===== src/rtl/int_ctrl_pkg.sv =====
// Shared constants and types for the interrupt controller: register offsets,
// claim-word layout and the controller state encoding.
package int_ctrl_pkg;
  localparam int MAX_SRC = 6;
  localparam int IDX_W = 3;
  localparam int CLAIM_VALID_BIT = 31;

  localparam logic [3:0] OFF_PEND  = 4'h0;
  localparam logic [3:0] OFF_MASK  = 4'h4;
  localparam logic [3:0] OFF_MODE  = 4'h8;
  localparam logic [3:0] OFF_CLAIM = 4'hC;

  typedef enum logic {
    ST_IDLE = 1'b0,
    ST_NEST = 1'b1
  } state_t;
endpackage


===== src/rtl/int_prio_enc.sv =====
// Lowest-index-first priority encoder: reports whether any request is set and
// the index of the lowest set bit (0 when none).
module int_prio_enc
  import int_ctrl_pkg::*;
#(
  parameter int N = MAX_SRC
) (
  input  logic [N-1:0]     req,
  output logic             valid,
  output logic [IDX_W-1:0] idx
);
  always_comb begin
    valid = 1'b0;
    idx = '0;
    // Scan downward so the lowest set index is the one left standing.
    for (int i = N - 1; i >= 0; i--) begin
      if (req[i]) begin
        valid = 1'b1;
        idx = IDX_W'(i);
      end
    end
  end
endmodule


===== src/rtl/int_ctrl.sv =====
// Memory-mapped interrupt controller: pending/mask/mode registers, claim/EOI
// nesting with a priority threshold, registered request lines to the CPU.
module int_ctrl
  import int_ctrl_pkg::*;
#(
  parameter int          NSRC = 6,
  parameter logic [31:0] BASE_ADDR = 32'h0000_7F40
) (
  input  logic            clk,
  input  logic            reset,
  input  logic [NSRC-1:0] src_irq,
  input  logic [31:0]     bus_addr,
  input  logic [31:0]     bus_wdata,
  input  logic [3:0]      bus_byteen,
  input  logic            bus_re,
  output logic [31:0]     bus_rdata,
  output logic [NSRC-1:0] hw_int,
  output logic            irq_any
);
  logic [NSRC-1:0] pend_reg, mask_reg, mode_reg, isr_reg, src_q_reg, hw_int_reg;
  logic [NSRC-1:0] pend_next, mask_next, mode_next, isr_next, hw_int_next;
  logic [NSRC-1:0] w1c, set_vec, claim_vec, eoi_clr;
  logic            primed_reg;
  state_t          state_reg, state_next;
  logic [IDX_W-1:0] thr_next;

  logic             hit, wr, claim;
  logic [3:0]       off;
  logic             c_valid, isr_valid;
  logic [IDX_W-1:0] c_idx, isr_idx;
  logic             unused_bits;

  assign unused_bits = ^bus_wdata[31:NSRC];

  assign hit = (bus_addr[31:4] == BASE_ADDR[31:4]) && (bus_addr[1:0] == 2'b00);
  assign off = bus_addr[3:0];
  assign wr  = hit && (bus_byteen != 4'b0000);
  assign claim = bus_re && hit && (off == OFF_CLAIM) && c_valid;

  int_prio_enc #(.N(NSRC)) u_claim_enc (
    .req   (pend_reg & mask_reg),
    .valid (c_valid),
    .idx   (c_idx)
  );

  int_prio_enc #(.N(NSRC)) u_thr_enc (
    .req   (isr_next),
    .valid (isr_valid),
    .idx   (isr_idx)
  );

  assign w1c       = (wr && off == OFF_PEND && bus_byteen[0]) ? bus_wdata[NSRC-1:0] : '0;
  assign mask_next = (wr && off == OFF_MASK && bus_byteen[0]) ? bus_wdata[NSRC-1:0] : mask_reg;
  assign mode_next = (wr && off == OFF_MODE && bus_byteen[0]) ? bus_wdata[NSRC-1:0] : mode_reg;

  // Edge detection is suppressed until src_q holds a real sample after reset.
  assign set_vec = (mode_next & src_irq & ~src_q_reg & {NSRC{primed_reg}})
                 | (~mode_next & src_irq);

  for (genvar gi = 0; gi < NSRC; gi++) begin : g_src
    assign claim_vec[gi] = claim && (c_idx == IDX_W'(gi));
    assign eoi_clr[gi]   = wr && (off == OFF_CLAIM) && (bus_wdata[4:0] == 5'(gi));
    assign hw_int_next[gi] = pend_next[gi] & mask_next[gi] & (gi < int'(thr_next));
  end

  // Level sources keep PEND on claim; only edge sources consume it.
  assign pend_next = (pend_reg & ~w1c & ~(claim_vec & mode_reg)) | set_vec;
  assign isr_next  = (isr_reg | claim_vec) & ~eoi_clr;

  always_ff @(posedge clk or negedge reset) begin
    if (!reset) state_reg <= ST_IDLE;
    else        state_reg <= state_next;
  end

  always_comb begin
    state_next = state_reg;
    case (state_reg)
      ST_IDLE: if (isr_valid)  state_next = ST_NEST;
      ST_NEST: if (!isr_valid) state_next = ST_IDLE;
      default: state_next = ST_IDLE;
    endcase
  end

  always_comb begin
    thr_next = (state_next == ST_NEST) ? isr_idx : IDX_W'(NSRC);
  end

  always_ff @(posedge clk or negedge reset) begin
    if (!reset) begin
      pend_reg   <= '0;
      mask_reg   <= '0;
      mode_reg   <= '0;
      isr_reg    <= '0;
      src_q_reg  <= '0;
      hw_int_reg <= '0;
      primed_reg <= 1'b0;
    end else begin
      pend_reg   <= pend_next;
      mask_reg   <= mask_next;
      mode_reg   <= mode_next;
      isr_reg    <= isr_next;
      src_q_reg  <= src_irq;
      hw_int_reg <= hw_int_next;
      primed_reg <= 1'b1;
    end
  end

  always_comb begin
    bus_rdata = '0;
    if (hit) begin
      case (off)
        OFF_PEND: bus_rdata[NSRC-1:0] = pend_reg;
        OFF_MASK: bus_rdata[NSRC-1:0] = mask_reg;
        OFF_MODE: bus_rdata[NSRC-1:0] = mode_reg;
        OFF_CLAIM: begin
          bus_rdata[CLAIM_VALID_BIT] = c_valid;
          bus_rdata[4:0] = 5'(c_idx);
        end
        default: bus_rdata = '0;
      endcase
    end
  end

  assign hw_int  = hw_int_reg;
  assign irq_any = |hw_int_reg;
endmodule


===== config.mk =====
export PLATFORM = sky130hd
export DESIGN_NAME = int_ctrl
export DESIGN_NICKNAME = d
export VERILOG_FILES = /design/src/rtl/int_ctrl_pkg.sv /design/src/rtl/int_prio_enc.sv /design/src/rtl/int_ctrl.sv
export SDC_FILE = /design/constraint.sdc
export NUM_CORES = 1
export LEC_CHECK = 0
export ABC_CLOCK_PERIOD_IN_PS = 4400
export CAP_MARGIN = 20
export CORE_UTILIZATION = 41
export CTS_BUF_LIST = sky130_fd_sc_hd__clkbuf_8 sky130_fd_sc_hd__clkbuf_16
export DETAILED_ROUTE_END_ITERATION = 12
export HOLD_SLACK_MARGIN = 0.06
export PLACE_DENSITY_LB_ADDON = 0.05
export SYNTH_ARGS = -nofsm -noshare
export SYNTH_HDL_FRONTEND = slang
export SYNTH_HIERARCHICAL = 1
export SYNTH_SLANG_ARGS = --single-unit

===== constraint.sdc =====
create_clock -name clk -period 4.4 [get_ports clk]
set_clock_uncertainty 0.2 [all_clocks]
set_input_delay 1.32 -clock clk [delete_from_list [all_inputs] [get_ports clk]]
set_output_delay 1.32 -clock clk [all_outputs]
set_load 0.02 [all_outputs]

==> run metrics <==
Mapped Area=0.00244 mm^2; GRT Total Usage=0.244; first-pass GRT wire length=11,400 um; total core area=0.00561 mm^2; Slew @ Worst Pin=0.593 ns; Tcrit/Tclk final=0.991; PortBufs=64; Detail Route Antenna Nets=0; most frequent cell after synthesis=dfrtp_1; final WL=7460 um; Final Hold Fails=0; Std-Cell Rows=27; hold path startpoint=mask_reg[2]; largest net degree at the start of global routing=38; grt ovf=0; initial antenna violation count=0; Pwr Density=202 mW/mm^2; layout cell share with drive strength beyond 1=0.245; CTS hold repair buffers=0; Die W=79.1 um; DP Area=0.00330 mm^2; fraction of registers with async set/reset=1.00; worst path arrival time=2.84 ns; reg2reg start=pend_reg[0]; fillers=494; Max rail drop VDD=191 uV; Num CTS Buffers=5; nets@finish=449; Mapped Cells=269; CP Capture Type=output port; P&R area growth vs syn=45.0%; Synth top cells by count=dfrtp_1, nand2_1, buf_4, nor2_1, nand4_1; Vias/cell=5.47; Final GP Congestion=0.961; post-detailed-route DRC marker count=0; final design utilization=0.630; Req. time, crit path=2.88 ns; num ports=116; clock-pin slew on the worst setup and hold paths=0.07 ns; 1st-pass router iterations=5; top_reg_cell synth=dfrtp_1; root buffer cell=clkbuf_8; highest clock rate=0.229 GHz; LEAKAGE=1.61 nW; Routed WL per cell=16.8 um; max-slew violation count=0; crit path max fanout=4; Area contributors post-synth=dfrtp_1, buf_4, nand2_1; worst reg-to-reg setup slack=1.17 ns; Die Footprint=0.00625 mm^2; critical path's largest stage delay=0.45 ns; CP max-delay cell=clkdlybuf4s50_1; area leader, netlist=dfrtp_1; TNS Setup=0 ns; number of diodes=0; die span in y=79.1 um; post-synthesis sequential area ratio=0.380; min cycle time layout=4.36 ns; Worst Hold Depth=1; Synth top area share=0.380; clock tree buffer depth=2; kind of critical path=primary input to output port; Yosys warnings=6; number of flops mapped to enable cells by yosys=0; CTS tree=built; worst hold endpoint=mask_reg[2]; design area=0.00353 mm^2; crit-path cells=clkdlybuf4s50_1 -> nor4_4 -> and4_4 -> buf_4 -> and3_4 -> buf_6; outcome=complete, no violations; H-tree Lvls=2; length in cells of the worst reg-to-reg path=12; syn_area_per_cell=9.06 um^2; Initial Util=0.434; vias in the first global route=2,273; reg2reg end=hw_int[2]; worst skew pair latency=0.30 ns; Hold Crit Class=flip-flop to flip-flop; CP Launch Type=primary input; Netlist cell types=46; HPWL reported at the end of detailed placement=5750 um; routed vias=2,429; Final Setup Violations=0; relative slew slack=0.603; DR iter-0 viols=201; Max-Cap Viols=0; Yosys reg bits=37; # clock sinks=37
final cells by class:
class                      instances  area, um^2  share of cell area
clock inverter                     1        3.75             0.00106
clock buffer                       6        82.6              0.0234
sequential                        37         926               0.262
multi-input combinational        213        1440               0.408
timing repair buffer             107         958               0.271
tap                               72        90.1              0.0255
inverter                           8        30.0             0.00850
worst max-delay path: cells and delay by family:
family	cells	cell delay, ns
and+or+nand+nor	3	0.82
buffers and inverters	3	0.69
cells in the final DEF (no fill, tap or decap), drive strengths merged, types with 4 or more instances in the layout:
cell type and count:
o21ai 4, nor2 17, clkbuf 9, and2 8, inv 9, a21oi 10
nand3 8, clkdlybuf4s50 52, dfrtp 37, conb 26, o31ai 5, nor4 14
buf 50, or4 4, nor3 5, mux2i 6, nand2b 9, a221oi 4
and3 7, nand2 33, nor2b 5, nand4 16, a31oi 5
logic make-up after synthesis:
logic type	count (synthesis)	share of synthesized area
simple gates	135	0.319
other cells	2	0.00308
mux	12	0.0663
buf+inv	43	0.115
compound gates	40	0.116
flops	37	0.380
how the worst max path moves through the flow:
stage            startpoint       endpoint  slack (ns)  cells past startpoint
5_1_grt         bus_addr[7]   bus_rdata[0]       -0.02                      6
3_3_place_gp   bus_addr[17]   bus_rdata[2]       -0.72                      6
3_5_place_dp   bus_addr[17]   bus_rdata[2]       -0.72                      6
4_1_cts        bus_addr[14]   bus_rdata[2]       0.005                      7
6_report        bus_addr[4]  bus_rdata[31]        0.04                      6
2_1_floorplan  bus_addr[17]   bus_rdata[3]        0.13                      4
routing by layer:
layer / up-vias / routed length (um) / track usage
li1: 1147 / - / -
met1: 1134 / 3070 / 0.320
met2: 139 / 3550 / 0.407
met3: 9 / 700 / 0.0448
met4: 0 / 135 / 0.0764
met5: - / 0 / 0
what timing repair did:
| item | CTS | global route |
|---|---|---|
| hold endpoints to repair | 0 | 0 |
| pin swaps | 6 | 7 |
| endpoints found under the setup margin | 13 | 10 |
| setup buffers | 2 | 3 |
| gates resized for setup | 49 | 23 |
power breakdown:
part           switching (mW)  internal, mW  total [mW]
Sequential            0.00117         0.343       0.344
Combinational          0.0670        0.0610       0.128
Clock                   0.119         0.122       0.241
Total                   0.187         0.526       0.713
through the flow:
step | total power, mW | setup slack (ns) | hold WS (ns) | cells
floorplan | 0.411 | 0.129 | 0.285 | 293
global placement | 0.468 | -0.723 | 0.325 | 432
detailed placement | 0.469 | -0.722 | 0.332 | 432
CTS | 0.709 | 0.00542 | 0.348 | 441
global route | 0.736 | -0.0240 | 0.383 | 444
finish | 0.713 | 0.0412 | 0.348 | 444
No activity file was read; power rests on OpenSTA's default activity.
